<file path="src/rtl/i2s_frame_serializer.sv">
// I2S transmitter for the NCO sample path: paces the NCO with a per-frame strobe,
// latches one sample per frame and sends it on both slots (mono duplicated).
//
// state | meaning
// IDLE  | bclk/lrclk/sd held low, waiting for enable
// RUN   | BCLK running, frames shifted out back-to-back
module i2s_frame_serializer #(
  parameter int BCLK_HALF_DIV = 2,
  parameter int SAMPLE_WIDTH  = 16,
  parameter int SLOT_BITS     = 32
) (
  input  logic                    master_clk,
  input  logic                    rst,
  input  logic                    enable,
  input  logic [SAMPLE_WIDTH-1:0] sample_in,
  output logic                    sample_clk_en,
  output logic                    i2s_bclk,
  output logic                    i2s_lrclk,
  output logic                    i2s_sd,
  output logic                    busy
);

  localparam int FRAME_BITS = 2 * SLOT_BITS;
  localparam int DIV_W      = (BCLK_HALF_DIV > 1) ? $clog2(BCLK_HALF_DIV) : 1;
  localparam int BIT_W      = $clog2(FRAME_BITS);

  localparam logic [DIV_W-1:0] DIV_LAST = DIV_W'(BCLK_HALF_DIV - 1);
  localparam logic [DIV_W-1:0] DIV_ONE  = DIV_W'(1);
  localparam logic [BIT_W-1:0] BIT_LAST = BIT_W'(FRAME_BITS - 1);
  localparam logic [BIT_W-1:0] BIT_ONE  = BIT_W'(1);
  localparam logic [BIT_W-1:0] SLOT_N   = BIT_W'(SLOT_BITS);
  localparam logic [BIT_W-1:0] LR_LO    = BIT_W'(SLOT_BITS - 1);
  localparam logic [BIT_W-1:0] LR_HI    = BIT_W'(FRAME_BITS - 2);

  typedef enum logic {S_IDLE = 1'b0, S_RUN = 1'b1} state_t;

  state_t                  r_state;
  state_t                  w_state_nxt;
  logic [DIV_W-1:0]        r_div_cnt;
  logic [BIT_W-1:0]        r_bit_cnt;
  logic [SAMPLE_WIDTH-1:0] r_hold;
  logic                    r_bclk;
  logic                    r_lrclk;
  logic                    r_sd;
  logic                    r_strobe;

  logic [DIV_W-1:0]        w_div_nxt;
  logic [BIT_W-1:0]        w_bit_nxt;
  logic [SAMPLE_WIDTH-1:0] w_hold_nxt;
  logic                    w_bclk_nxt;
  logic                    w_lrclk_nxt;
  logic                    w_sd_nxt;
  logic                    w_strobe_nxt;

  logic                    w_tc;
  logic                    w_fall;
  logic [BIT_W-1:0]        w_nb;
  logic [BIT_W-1:0]        w_k;
  logic [SAMPLE_WIDTH-1:0] w_shifted;
  logic                    w_frame_start;

  assign w_tc          = (r_div_cnt == DIV_LAST);
  assign w_fall        = (r_state == S_RUN) && w_tc && r_bclk;
  assign w_nb          = (r_bit_cnt == BIT_LAST) ? '0 : (r_bit_cnt + BIT_ONE);
  assign w_k           = (w_nb >= SLOT_N) ? (w_nb - SLOT_N) : w_nb;
  // Shifting past the sample width yields the zero padding bits for free.
  assign w_shifted     = r_hold << w_k;
  assign w_frame_start = w_fall && (w_nb == '0);

  always_ff @(posedge master_clk or negedge rst) begin
    if (!rst) r_state <= S_IDLE;
    else      r_state <= w_state_nxt;
  end

  always_comb begin
    w_state_nxt = r_state;
    case (r_state)
      S_IDLE:  if (enable) w_state_nxt = S_RUN;
      S_RUN:   if (w_frame_start && !enable) w_state_nxt = S_IDLE;
      default: w_state_nxt = S_IDLE;
    endcase
  end

  always_comb begin
    w_div_nxt    = r_div_cnt;
    w_bit_nxt    = r_bit_cnt;
    w_hold_nxt   = r_hold;
    w_bclk_nxt   = r_bclk;
    w_lrclk_nxt  = r_lrclk;
    w_sd_nxt     = r_sd;
    w_strobe_nxt = 1'b0;
    case (r_state)
      S_IDLE: begin
        w_div_nxt   = '0;
        w_bit_nxt   = BIT_LAST;
        w_bclk_nxt  = 1'b0;
        w_lrclk_nxt = 1'b0;
        w_sd_nxt    = 1'b0;
      end
      S_RUN: begin
        w_div_nxt = w_tc ? '0 : (r_div_cnt + DIV_ONE);
        if (w_tc) w_bclk_nxt = ~r_bclk;
        if (w_fall) begin
          w_bit_nxt   = w_nb;
          w_lrclk_nxt = (w_nb >= LR_LO) && (w_nb <= LR_HI);
          w_sd_nxt    = w_shifted[SAMPLE_WIDTH-1];
          if (w_frame_start) begin
            // The MSB goes out this edge, so it must come from the fresh sample.
            if (enable) begin
              w_hold_nxt   = sample_in;
              w_sd_nxt     = sample_in[SAMPLE_WIDTH-1];
              w_strobe_nxt = 1'b1;
            end else begin
              w_sd_nxt    = 1'b0;
              w_lrclk_nxt = 1'b0;
            end
          end
        end
      end
      default: ;
    endcase
  end

  always_ff @(posedge master_clk or negedge rst) begin
    if (!rst) begin
      r_div_cnt <= '0;
      r_bit_cnt <= BIT_LAST;
      r_hold    <= '0;
      r_bclk    <= 1'b0;
      r_lrclk   <= 1'b0;
      r_sd      <= 1'b0;
      r_strobe  <= 1'b0;
    end else begin
      r_div_cnt <= w_div_nxt;
      r_bit_cnt <= w_bit_nxt;
      r_hold    <= w_hold_nxt;
      r_bclk    <= w_bclk_nxt;
      r_lrclk   <= w_lrclk_nxt;
      r_sd      <= w_sd_nxt;
      r_strobe  <= w_strobe_nxt;
    end
  end

  assign sample_clk_en = r_strobe;
  assign i2s_bclk      = r_bclk;
  assign i2s_lrclk     = r_lrclk;
  assign i2s_sd        = r_sd;
  assign busy          = (r_state == S_RUN);

endmodule

</file>
<file path="config.mk">
export PLATFORM = sky130hd
export DESIGN_NAME = i2s_frame_serializer
export DESIGN_NICKNAME = d
export VERILOG_FILES = /design/src/rtl/i2s_frame_serializer.sv
export SDC_FILE = /design/constraint.sdc
export NUM_CORES = 1
export LEC_CHECK = 0
export CAP_MARGIN = 5
export CORE_UTILIZATION = 40
export CTS_CLUSTER_DIAMETER = 200
export DETAILED_ROUTE_END_ITERATION = 8
export GPL_TIMING_DRIVEN = 0
export HOLD_SLACK_MARGIN = 0.12
export SLEW_MARGIN = 40
export SYNTH_ARGS = -nofsm -noshare
export SYNTH_HDL_FRONTEND = slang
export SYNTH_SLANG_ARGS = --single-unit
</file>
<file path="constraint.sdc">
create_clock -name master_clk -period 2.2 [get_ports master_clk]
set_input_delay 0.44 -clock master_clk [delete_from_list [all_inputs] [get_ports master_clk]]
set_output_delay 0.44 -clock master_clk [all_outputs]
set_load 0.1 [all_outputs]
</file>
==> summary.md <==
| Metric | Value |
|---|---|
| GRT Util Overall | 18.2% |
| Power Dens Cells | 449 mW/mm² |
| Maxcap violations | 0 |
| Die Ht | 65.4 µm |
| Post-place instance area | 0.00187 mm² |
| Pre-CTS WS | -0.330 ns |
| Hold Buf Count CTS | 0 |
| First-pass detailed-route iteration total | 4 |
| Failing checks | setup timing |
| Primary FF master, synth | dfrtp_1 |
| Largest net degree at the start of global routing | 29 |
| DRC viols | 0 |
| Synthesized flop and latch total | 28 |
| Dpl hpwl | 2440 µm |
| Critical R2R Capture | r_hold[3]$_DFFE_PN0P_ |
| Final Skew | 0.00615 ns |
| Peak supply drop | 0.000387 V |
| Least-Margin Pin Slew | 0.734 ns |
| Syn-to-layout area delta | 32.8% |
| Crit path capture | r_hold[3]$_DFFE_PN0P_ |
| Io pins | 24 |
| Root buffer cell | clkbuf_8 |
| Synth Area in Adders | 3.11% |
| Initial antenna violation count | 0 |
| Unrepaired setup endpoints after global routing | yes |
| Crit path from | r_bit_cnt[1]$_DFFE_PN1P_ |
| Vias in the first global route | 1214 |
| Layout Utilization | 56.7% |
| Post-route insts no fill | 239 |
| Cell variety after synth | 38 |
| Die Wd | 65.4 µm |
| Synth Instances | 151 |
| R2R Setup Slk | -0.04 ns |
| Port Buffer Count | 23 |
| Syn Nets | 174 |
| Dominant cells by area after synthesis | dfrtp_1 34%, dfstp_2 9.8%, mux2_2 6.3%, mux2_4 5.6%, a31oi_1 3.5% |
| Max-slew violation count | 0 |
| Synth top area share | 34.2% |
| Lkg Pwr | 0.970 nW |
| CTS Sinks | 28 |
| Placer congestion estimate | 0.856 |
| Yosys warns | 0 |
| Required time of the critical path | 2.36 ns |
| Hold Vio Cnt, Final | 0 |
| Post-Route WL | 3620 µm |
| Final period utilization | 102% |
| Synth area leader | dfrtp_1 |
| Seq/Total Area, Yosys | 44.0% |
| Simple-gate share of the synthesized area | 14.9% |
| Post-route cell area | 0.00214 mm² |
| Crit path max fanout | 10 |
| Fraction of layout cells with a size suffix above 1 | 36.6% |
| Antenna viol nets, final | 0 |
| Number of synthesized flops with an enable pin | 0 |
| # fillers | 314 |
| Violation count after the first detailed-routing iteration | 74 |
| CTS max path bufs | 2 |
| Worst r2r path cells | 8 |
| Min Tclk post-route | 2.24 ns |
| Syn avg cell area | 10.7 µm² |
| Worst Hold Class | primary input to asynchronous set/reset pin |
| First-pass GRT wire length | 5990 µm |
| Core Area | 0.00377 mm² |
| CP Data Arrival Time | 2.40 ns |
| Reg area | 713 µm² |
| Worst R2R Start | r_bit_cnt[1]$_DFFE_PN1P_ |
| GRT overflow | 0 |
| Synthesized area | 0.00161 mm² |
| Placed insts | 222 |
| Clk_lat worst skew | 0.27 ns |
| Post-synthesis mux area share | 13.8% |
| Via Count | 1264 |
| Nets@finish | 215 |
| DR vias/cell | 5.29 |
| TritonCTS clock tree | done |
| Ys async rst share | 100% |
| Synth Area in Compound Gates | 12.4% |
| Wire per inst | 15.1 µm |
| Initial core utilization | 42.7% |
| Hold Slack | 0.166 ns |
| Worst Slack Setup Final | -0.0351 ns |
| Antenna cells | 0 |
| Crit path capture type | flip-flop |
| Main combinational cell family by area after synthesis | simple AND/OR/NAND/NOR gates |
| Xor and xnor area share after synthesis | 3.27% |
| Startpoint Class | flip-flop |
| Final setup vio count | 6 |
| F_max | 447 MHz |
| Clk slew on worst S/H paths | 0.10 ns |
| CTS buffer count | 3 |
| Row count | 22 |
| Rel. slew slack | 50.7% |
| Status | finished, violations left |
| Die ar. | 0.00428 mm² |
| Multi-input gate area | 832 µm² |
| H-tree depth | 1 |
| Critical path class | flip-flop to flip-flop |
[flip-flops by register name (all words and copies together) (netlist names)]
signal and count:
busy 1, i2s_bclk 1, i2s_lrclk 1, i2s_sd 1, r_bit_cnt 6, r_div_cnt 1, r_hold 16, sample_clk_en 1
[power breakdown]
| part | internal, mW | leakage [nW] | switching, mW |
|---|---|---|---|
| clock network | 0.244 | 0.0357 | 0.161 |
| logic | 0.0273 | 0.581 | 0.0136 |
| registers | 0.515 | 0.354 | 0 |
| total | 0.786 | 0.970 | 0.174 |
[layout by cell type (no fill, tap or decap), drive strengths merged, types with 2 or more instances in the layout]
cell           synthesis  layout
mux2i                  3       3
nor2                  10      10
inv                    8       7
mux2                  15      15
buf                    6      27
and3                   3       3
dfrtp                 22      22
nand3                  9       9
nand2b                 2       2
nand2                 10      10
o31ai                  2       2
dfstp                  6       6
nor3                   4       4
or3                    3       3
nor4                   2       2
clkbuf                 4       5
a32oi                  3       3
o21ai                  6       6
ha                     4       4
clkdlybuf4s50          0      17
a31oi                  9       9
xnor2                  6       6
a21oi                  5       5
[area by class of cell]
| class | count | share of cell area, % |
|---|---|---|
| multi-input combinational | 105 | 38.9 |
| sequential | 28 | 33.4 |
| timing repair buffer | 36 | 14.0 |
| buffer | 10 | 5.97 |
| tap | 48 | 2.81 |
| clock buffer | 3 | 1.93 |
| inverter | 8 | 1.58 |
| clock inverter | 1 | 1.41 |
[what timing repair did]
item                       in CTS  in global routing
setup endpoints to repair      17                 16
gates resized for setup        13                 10
buffers inserted                3                  9
pin swaps                       4                  7
cloned                          1                  0
[per-layer routing]
layer / share of wire (%) / GRT usage, % / up-vias
met1: 46 / 25.3 / 623
met5: 0 / 0 / -
met4: 0.66 / 3.26 / 0
met3: 1.8 / 2.08 / 2
met2: 51 / 30.7 / 17
li1: - / - / 622
[critical path: stages (launching register included)]
cell and delay [ns]:
dfstp_2 0.40, buf_6 0.13, and3_4 0.17, or3_4 0.34
a311oi_4 0.31, and2_4 0.21, buf_6 0.13, buf_12 0.14
mux2_4 0.30
[worst min path at each step]
stage,to,slack (ns),cells after the start
floorplan,i2s_bclk$_DFFE_PN0N_,0.14,0
CTS,r_hold[7]$_DFFE_PN0P_,0.19,1
global placement,r_hold[15]$_DFFE_PN0P_,0.49,1
global route,r_hold[10]$_DFFE_PN0P_,0.21,1
detailed placement,r_hold[1]$_DFFE_PN0P_,0.49,1
finish,r_hold[7]$_DFFE_PN0P_,0.17,1
[stage by stage]
stage          TNS [ns]  power (mW)
2_1_floorplan         0       0.525
6_report         -0.186       0.960
3_3_place_gp      -3.07       0.567
3_5_place_dp      -3.27       0.567
4_1_cts          -0.312       0.969
5_1_grt          -0.767       0.998
[cells in the mapped netlist, drive strengths merged, types with 2 or more instances]
library cell,instances
nand3,9
buf,6
mux2i,3
dfrtp,22
xnor2,6
and3,3
nor2,10
or3,3
inv,8
o31ai,2
dfstp,6
nand2b,2
a32oi,3
a21oi,5
a31oi,9
nor4,2
o21ai,6
clkbuf,4
nand2,10
mux2,15
nor3,4
ha,4
[kinds of logic (layout without fill, tap and decap cells)]
| group | count (synthesis) | in the layout |
|---|---|---|
| simple gates | 47 | 47 |
| compound gates | 30 | 30 |
| xor+xnor | 6 | 6 |
| mux | 18 | 18 |
| flops | 28 | 28 |
| fa+ha+maj | 4 | 4 |
| buf+inv | 18 | 58 |
Note: power is estimated with default switching activity, not from simulation.
